File: src/rtl/alu_seq.sv
`default_nettype none
// +----------------------------------------------------------------------------+
// | alu_seq : registered ALU, valid/ready handshake, iterative shift-add MUL   |
// | Rev 1.0                                                                    |
// +----------------------------------------------------------------------------+
module alu_seq #(
  parameter int WIDTH = 8
) (
  input  logic               clk,
  input  logic               reset,
  input  logic               in_valid,
  output logic               in_ready,
  input  logic [2:0]         Opcode,
  input  logic [WIDTH-1:0]   Operand1,
  input  logic [WIDTH-1:0]   Operand2,
  output logic               out_valid,
  input  logic               out_ready,
  output logic [2*WIDTH-1:0] Result,
  output logic               flagC,
  output logic               flagZ,
  output logic               flagN,
  output logic               flagV
);

  localparam int            CW        = (WIDTH > 2) ? $clog2(WIDTH) : 1;
  localparam logic [CW-1:0] c_LAST    = CW'(WIDTH - 1);
  localparam logic [2:0]    c_OP_ADD  = 3'b000;
  localparam logic [2:0]    c_OP_SUB  = 3'b001;
  localparam logic [2:0]    c_OP_MUL  = 3'b010;
  localparam logic [2:0]    c_OP_AND  = 3'b011;
  localparam logic [2:0]    c_OP_OR   = 3'b100;
  localparam logic [2:0]    c_OP_NAND = 3'b101;
  localparam logic [2:0]    c_OP_NOR  = 3'b110;

  typedef enum logic [1:0] {
    S_IDLE = 2'd0,
    S_MUL  = 2'd1,
    S_DONE = 2'd2
  } state_t;

  state_t               r_state;
  logic                 r_out_valid;
  logic [2*WIDTH-1:0]   r_result;
  logic                 r_flag_c;
  logic                 r_flag_z;
  logic                 r_flag_n;
  logic                 r_flag_v;
  logic [2*WIDTH-1:0]   r_acc;
  logic [2*WIDTH-1:0]   r_mcand;
  logic [WIDTH-1:0]     r_mplier;
  logic [CW-1:0]        r_cnt;

  logic                 w_accept;
  logic [WIDTH:0]       w_add;
  logic [WIDTH:0]       w_sub;
  logic [WIDTH-1:0]     w_low;
  logic                 w_c;
  logic                 w_v;
  logic [2*WIDTH-1:0]   w_alu_res;
  logic [2*WIDTH-1:0]   w_mul_res;

  assign in_ready  = (r_state == S_IDLE) || ((r_state == S_DONE) && out_ready);
  assign w_accept  = in_valid && in_ready;
  assign out_valid = r_out_valid;
  assign Result    = r_result;
  assign flagC     = r_flag_c;
  assign flagZ     = r_flag_z;
  assign flagN     = r_flag_n;
  assign flagV     = r_flag_v;

  assign w_add = {1'b0, Operand1} + {1'b0, Operand2};
  assign w_sub = {1'b0, Operand1} - {1'b0, Operand2};

  // Single-cycle ops; bit WIDTH of w_sub is the borrow
  always_comb begin
    w_low = '0;
    w_c   = 1'b0;
    w_v   = 1'b0;
    case (Opcode)
      c_OP_ADD: begin
        w_low = w_add[WIDTH-1:0];
        w_c   = w_add[WIDTH];
        w_v   = (Operand1[WIDTH-1] == Operand2[WIDTH-1]) &&
                (w_add[WIDTH-1] != Operand1[WIDTH-1]);
      end
      c_OP_SUB: begin
        w_low = w_sub[WIDTH-1:0];
        w_c   = w_sub[WIDTH];
        w_v   = (Operand1[WIDTH-1] != Operand2[WIDTH-1]) &&
                (w_sub[WIDTH-1] != Operand1[WIDTH-1]);
      end
      c_OP_AND:  w_low = Operand1 & Operand2;
      c_OP_OR:   w_low = Operand1 | Operand2;
      c_OP_NAND: w_low = ~(Operand1 & Operand2);
      c_OP_NOR:  w_low = ~(Operand1 | Operand2);
      default:   w_low = Operand1 ^ Operand2;
    endcase
  end

  assign w_alu_res = {{(WIDTH-1){1'b0}}, w_c, w_low};
  assign w_mul_res = r_acc + (r_mplier[0] ? r_mcand : '0);

  always_ff @(posedge clk) begin
    if (reset) begin
      r_state     <= S_IDLE;
      r_out_valid <= 1'b0;
      r_result    <= '0;
      r_flag_c    <= 1'b0;
      r_flag_z    <= 1'b0;
      r_flag_n    <= 1'b0;
      r_flag_v    <= 1'b0;
      r_acc       <= '0;
      r_mcand     <= '0;
      r_mplier    <= '0;
      r_cnt       <= '0;
    end else if (w_accept) begin
      if (Opcode == c_OP_MUL) begin
        r_state     <= S_MUL;
        r_out_valid <= 1'b0;
        r_acc       <= '0;
        r_cnt       <= '0;
        r_mcand     <= {{WIDTH{1'b0}}, Operand1};
        r_mplier    <= Operand2;
      end else begin
        r_state     <= S_DONE;
        r_out_valid <= 1'b1;
        r_result    <= w_alu_res;
        r_flag_c    <= w_c;
        r_flag_z    <= (w_low == '0);
        r_flag_n    <= w_low[WIDTH-1];
        r_flag_v    <= w_v;
      end
    end else begin
      case (r_state)
        S_MUL: begin
          r_acc    <= w_mul_res;
          r_mcand  <= r_mcand << 1;
          r_mplier <= r_mplier >> 1;
          r_cnt    <= r_cnt + CW'(1);
          if (r_cnt == c_LAST) begin
            r_state     <= S_DONE;
            r_out_valid <= 1'b1;
            r_result    <= w_mul_res;
            r_flag_c    <= |w_mul_res[2*WIDTH-1:WIDTH];
            r_flag_z    <= (w_mul_res == '0);
            r_flag_n    <= w_mul_res[2*WIDTH-1];
            r_flag_v    <= 1'b0;
          end
        end
        S_DONE: begin
          if (out_ready) begin
            r_state     <= S_IDLE;
            r_out_valid <= 1'b0;
          end
        end
        default: ;
      endcase
    end
  end

endmodule
`default_nettype wire

File: config.mk
export PLATFORM = sky130hd
export DESIGN_NAME = alu_seq
export DESIGN_NICKNAME = d
export VERILOG_FILES = /design/src/rtl/alu_seq.sv
export SDC_FILE = /design/constraint.sdc
export NUM_CORES = 1
export LEC_CHECK = 0
export CAP_MARGIN = 20
export CORE_MARGIN = 2
export CORE_UTILIZATION = 50
export CTS_BUF_LIST = sky130_fd_sc_hd__clkbuf_4 sky130_fd_sc_hd__clkbuf_8
export DETAILED_ROUTE_END_ITERATION = 8
export PLACE_DENSITY_LB_ADDON = 0.25
export SLEW_MARGIN = 20
export SYNTH_ARGS = -nofsm -noshare
export SYNTH_HDL_FRONTEND = slang
export SYNTH_SLANG_ARGS = --single-unit
File: constraint.sdc
create_clock -name clk -period 6.36 [get_ports clk]
set_clock_uncertainty 0.2 [all_clocks]
set_input_delay 0.636 -clock clk [delete_from_list [all_inputs] [get_ports clk]]
set_output_delay 0.636 -clock clk [all_outputs]
set_load 0.005 [all_outputs]
# [Word level (Yosys, flattened, before mapping)]
# Cells that the tools add are included.
# W data, S select, Z words.
[totals] elab_cells=99 out_inout_bits=22 input_bits=23 reg_bits=66
[op_classes] mux=46 reduce_logical=16 eq_ne=17 bitwise_logic=5 addsub=4
[op_table] op="$mux W16" n=11
[op_table] op="$pmux W8 S6" n=1
[op_table] op="$mux W8" n=3
[op_table] op="$mux W1" n=20
[op_table] op="$add A16 B16 Y16" n=1
[op_table] op="$logic_not A16 Y1" n=1
[op_table] op="$not A8 Y8" n=2
[op_table] op="$eq A3 B3 Y1 const B" n=4
[op_table] op="$add A8 B8 Y9" n=1
[op_table] op="$mux W3" n=3
[op_table] op="$sub A8 B8 Y9" n=1
[op_table] op="$and A8 B8 Y8" n=1
[op_table] op="$logic_not A8 Y1" n=1
[op_table] op="$mux W2" n=4
[op_table] op="$or A8 B8 Y8" n=1
[op_table] op="$reduce_or A8 Y1" n=1
[op_table] op="$xor A8 B8 Y8" n=1
[op_table] op="$eq A3 B2 Y1 const B" n=2
[op_table] op="$ne A3 B3 Y1 const B" n=2
[op_table] op="$pmux W1 S2" n=3
[op_table] op="$reduce_and A3 Y1" n=2
[op_table] op="$logic_and A1 B1 Y1" n=4
[op_table] op="$pmux W2 S2" n=1
[op_table] op="$reduce_bool A2 Y1" n=2
[op_table] op="13 further kinds" n=15

# [Longest topological paths before layout]
[logic_depth] word_depth=6 depth_mapped=12

# [Worst setup path before layout]
# OpenSTA, ideal clock, no wires.
[synth_path] path_kind="reg-to-reg" startpoint="reg r_mplier[0]" endpoint="reg r_flag_z, in the netlist flagZ" arrival_ns=2.985 path_stages_with_launch=12 setup_ns=0.079 synth_period_minus_slack_ns=3.264 path_slack_ns=3.096 cell_sequence="dfxtp_1 > and2_1 > ha_1 > fa_1 > a211oi_2 > o211a_1 > o21bai_1 > a211oi_1 > a21oi_1 > or4b_1 > or4_1 > o211ai_1"
[synth_between] elab_chain_cells=6
[synth_lines] item="start: declaration" line_no="50" text="logic [WIDTH-1:0] r_mplier;"
[synth_lines] item="start signal: assignment" line_no="123" text="r_mplier <= Operand2;"
[synth_lines] item="start signal: assignment" line_no="138" text="r_mplier <= r_mplier >> 1;"
[synth_lines] item="$mux W16" line_no="101" text="assign w_mul_res = r_acc + (r_mplier[0] ? r_mcand : '0);"
[synth_lines] item="$add A16 B16 Y16" line_no="101"
[synth_lines] item="$logic_not A16 Y1" line_no="145" text="r_flag_z <= (w_mul_res == '0);"
[synth_lines] item="$mux W1" line_no="140" text="if (r_cnt == c_LAST) begin"
[synth_lines] item="$mux W1" line_no="134" text="case (r_state)"
[synth_lines] item="$mux W1" line_no="116" text="end else if (w_accept) begin"
[synth_lines] item="end signal: assignment" line_no="129" text="r_flag_z <= (w_low == '0);"
[synth_lines] item="end signal: assignment" line_no="145"
[synth_lines] item="end: declaration" line_no="45" text="logic r_flag_z;"
# No other way between the ends. The select of a mux whose other input is x is not followed.
# A chain may end at the register's enable or synchronous reset.

# [Worst setup path in the final report]
# Ends and elaborated chain as after synthesis.

==> load_flow_metrics.sql <==
INSERT INTO impl_metrics (metric_group, metric, value, unit) VALUES
('logic_synthesis', 'synth_top_flop_cell', 'sky130_fd_sc_hd__dfxtp_1', ''),
('power', 'power_density', '182', 'mW/mm^2'),
('logic_synthesis', 'synth_area_leaders', 'sky130_fd_sc_hd__dfxtp_1 27%, sky130_fd_sc_hd__ha_1 12%, sky130_fd_sc_hd__a21oi_1 6.6%, sky130_fd_sc_hd__nand2_1 6.3%, sky130_fd_sc_hd__nor2_1 6.2%', ''),
('cts', 'cts_bufs_inserted', '9', ''),
('worst_setup_path', 'critical_path_required', '6.44', 'ns'),
('timing', 'final_hold_viol_count', '0', ''),
('floorplan', 'fp.dieArea', '0.0106', 'sq mm'),
('logic_synthesis', 'yosys_warnings', '0', ''),
('cts', 'cts_htree_levels', '3', ''),
('power', 'static-leakage-power', '0.00221', 'uW'),
('final_layout', 'areaGrowthSynthToFinish', '14.8', '%'),
('place', 'dpl_ws', '2.37', 'ns'),
('floorplan', 'placeableCoreArea', '0.00964', 'sq mm'),
('cts', 'clk_pin_slew_worst_paths', '0.08', 'ns'),
('route', 'remaining_number_of_nets_flagged_by_the_antenna_check_after_routing', '0', ''),
('logic_synthesis', 'asyncSetResetFlopFracSynth', '0', ''),
('cts', 'tritoncts_clock_tree', 'done', ''),
('global_routing', 'grt_pass1_vias', '4548', ''),
('timing', 'hold_ws', '0.262', 'ns'),
('logic_synthesis', 'synth.largest_area_cell', 'sky130_fd_sc_hd__dfxtp_1', ''),
('cts', 'max-clock-path-buffers', '2', ''),
('cts', 'cts_root_buffer', 'sky130_fd_sc_hd__clkbuf_8', ''),
('final_layout', 'final_standard_cell_count_with_taps_included_and_fillers_excluded', '814', ''),
('final_layout', 'most_common_cell_after_layout_fill_and_taps_aside', 'sky130_fd_sc_hd__nand2_1', ''),
('global_routing', 'antenna_found_initial', '0', ''),
('global_routing', 'global_route.overflow_total', '0', ''),
('floorplan', 'floorplan.die.width', '103', 'microns'),
('cts', 'post_cts_buffers', '0', ''),
('place', 'numPlacedInstances', '797', ''),
('final_layout', 'final_antenna_diode_count', '0', ''),
('floorplan', 'floorplan.io_pins', '45', ''),
('logic_synthesis', 'synthesis.area_per_instance', '7.44', 'sq um'),
('timing', 'setup_violations', '0', ''),
('timing', 'setup_tns', '0', 'ns'),
('outcome', 'run_status', 'complete, no violations', ''),
('timing', 'rsz0062_at_grt', 'no', ''),
('job', 'cap_viol_max_count', '0', ''),
('timing', 'final_min_period_over_clock_period', '0.604', ''),
('timing', 'postLayoutSetupSlackWorst', '2.52', 'ns'),
('hold_path', 'worstHoldPathCells', '2', ''),
('place', 'io_buffer_count', '44', ''),
('logic_synthesis', 'netlist-cell-type-count', '59', ''),
('timing', 'layout_min_cycle_time', '3.84', 'ns'),
('route', 'vias', '4792', ''),
('cts', 'cts-hold-fix-buffers', '0', ''),
('global_routing', 'grt_pass1_wl', '21900', 'microns'),
('logic_synthesis', 'count_of_mapped_cells_out_of_synthesis', '655', ''),
('logic_synthesis', 'share_of_the_synthesized_area_in_the_top_cell_type', '0.267', ''),
('worst_setup_path', 'reg2regPathDepth', '11', ''),
('cts', 'cts-resized-gates', '0', ''),
('logic_synthesis', 'synthesized_netlist_net_count', '726', ''),
('route', 'detail_route.wirelength', '13300', 'microns'),
('power', 'vdd_ir_drop_max', '0.102', 'mV'),
('worst_setup_path', 'worst_setup_path_end_kind', 'flip-flop', ''),
('final_layout', 'final_cell_mix', '82 x sky130_fd_sc_hd__nand2_1, 79 x sky130_fd_sc_hd__nor2_1, 65 x sky130_fd_sc_hd__dfxtp_1', ''),
('hold_path', 'hp-class', 'flip-flop to flip-flop', ''),
('cts', 'clk-insertion-delay-late', '0.35', 'ns'),
('final_layout', 'final_nets', '747', ''),
('place', 'globalplace.congestion', '0.934', ''),
('global_routing', 'grtUsageTotal', '0.260', ''),
('floorplan', 'start_util', '0.506', ''),
('route', 'drt_iter0_markers', '317', ''),
('timing', 'max_freq', '260', 'MHz'),
('worst_setup_path', 'critical_path_maximum_fanout', '17', ''),
('logic_synthesis', 'synth_seq_cells', '65', ''),
('logic_synthesis', 'synth.yosys.seq_area_share', '0.267', ''),
('logic_synthesis', 'syn-cell-area', '0.00487', 'sq mm'),
('timing', 'slew_headroom', '0.337', ''),
('worst_setup_path', 'setup.worst_path.start_class', 'flip-flop', ''),
('route', 'post_dr_vias_cell', '5.89', ''),
('floorplan', 'die_height', '103', 'microns');
## metrics by stage
step	area (sq um)	utilization	power, uW
final	5600	0.581	1020
after global routing	5600	0.581	1070
after CTS	5580	0.579	1020
after detailed placement	5380	0.558	658
after global placement	5380	0.558	654
after floorplan	4870	-	581
## synth_stat cells (3+ instances only)
library cell / instances
sky130_fd_sc_hd__nand2_1: 82
sky130_fd_sc_hd__nor2_1: 80
sky130_fd_sc_hd__dfxtp_1: 65
sky130_fd_sc_hd__a21oi_1: 64
sky130_fd_sc_hd__ha_1: 45
sky130_fd_sc_hd__clkbuf_1: 34
sky130_fd_sc_hd__inv_1: 31
sky130_fd_sc_hd__nand3_1: 28
sky130_fd_sc_hd__o21ai_0: 20
sky130_fd_sc_hd__and2_1: 18
sky130_fd_sc_hd__a311oi_1: 15
sky130_fd_sc_hd__a22oi_1: 13
sky130_fd_sc_hd__xnor2_1: 12
sky130_fd_sc_hd__a21o_1: 11
sky130_fd_sc_hd__nor3_1: 10
sky130_fd_sc_hd__a211oi_1: 8
sky130_fd_sc_hd__nor2b_1: 8
sky130_fd_sc_hd__nand2b_1: 6
sky130_fd_sc_hd__o211ai_1: 6
sky130_fd_sc_hd__xor2_1: 6
sky130_fd_sc_hd__o21a_1: 5
sky130_fd_sc_hd__o21bai_1: 5
sky130_fd_sc_hd__o221ai_1: 5
sky130_fd_sc_hd__a221oi_1: 4
sky130_fd_sc_hd__a31oi_1: 4
sky130_fd_sc_hd__buf_1: 4
sky130_fd_sc_hd__buf_2: 4
sky130_fd_sc_hd__nor4_1: 4
sky130_fd_sc_hd__a211o_1: 3
sky130_fd_sc_hd__fa_1: 3
sky130_fd_sc_hd__mux2i_1: 3
sky130_fd_sc_hd__nor3b_1: 3
sky130_fd_sc_hd__nor4b_1: 3
sky130_fd_sc_hd__o211a_1: 3
sky130_fd_sc_hd__o21ai_1: 3
sky130_fd_sc_hd__o22ai_1: 3
sky130_fd_sc_hd__o41ai_1: 3
sky130_fd_sc_hd__or4_1: 3
## kinds of logic (layout without fill, tap and decap cells)
| kind of cell | count (synthesis) | count (layout) | share of synthesized area |
|---|---|---|---|
| buf+inv | 74 | 100 | 0.0580 |
| flops | 65 | 65 | 0.267 |
| fa+ha+maj | 48 | 48 | 0.128 |
| mux | 5 | 5 | 0.0108 |
| compound gates | 191 | 191 | 0.266 |
| xor+xnor | 18 | 18 | 0.0323 |
| simple gates | 254 | 254 | 0.238 |
## critical path, cell delays in order, from the launching register on
cell                       delay, ns
sky130_fd_sc_hd__dfxtp_1        0.48
sky130_fd_sc_hd__and2_1         0.23
sky130_fd_sc_hd__ha_1           0.22
sky130_fd_sc_hd__fa_1           0.45
sky130_fd_sc_hd__a211oi_2       0.30
sky130_fd_sc_hd__o211a_1        0.22
sky130_fd_sc_hd__o21bai_1       0.10
sky130_fd_sc_hd__a211oi_1       0.27
sky130_fd_sc_hd__a21oi_1        0.12
sky130_fd_sc_hd__or4b_1         0.57
sky130_fd_sc_hd__or4_1          0.44
sky130_fd_sc_hd__o211ai_1       0.17
## final timing paths
kind               startpoint         to  slack, ns
setup / recovery  r_mplier[0]      flagZ       2.52
hold reg to reg     Result[0]  Result[0]       0.26
setup reg to reg  r_mplier[0]      flagZ       2.52
hold / removal      Result[0]  Result[0]       0.26
## sequential cells by signal, summed over array words and instances (netlist names)
| signal | count |
|---|---|
| r_mcand | 16 |
| r_state | 2 |
| r_mplier | 8 |
| Result | 16 |
| r_acc | 16 |
| flagV | 1 |
| flagC | 1 |
| flagN | 1 |
| flagZ | 1 |
| r_cnt | 3 |
## power breakdown
group / switching [uW] / total (uW) / internal [uW]
Sequential: 10.9 / 432 / 421
Clock: 178 / 362 / 184
Combinational: 130 / 222 / 92.4
Total: 319 / 1020 / 698
## layout make-up
cell class                 instances  area, sq um
fill                             954         4040
multi-input combinational        516         3310
sequential                        65         1300
timing repair buffer              52          503
tap                              133          166
clock buffer                       9          124
inverter                          32          120
clock inverter                     7         77.6
## per-layer routing
metal / track usage / wire, microns
met1: 0.361 / 6190
met2: 0.422 / 6210
met3: 0.0380 / 711
met4: 0.0759 / 189
met5: 0 / 0
(Power assumes the default switching activity.)
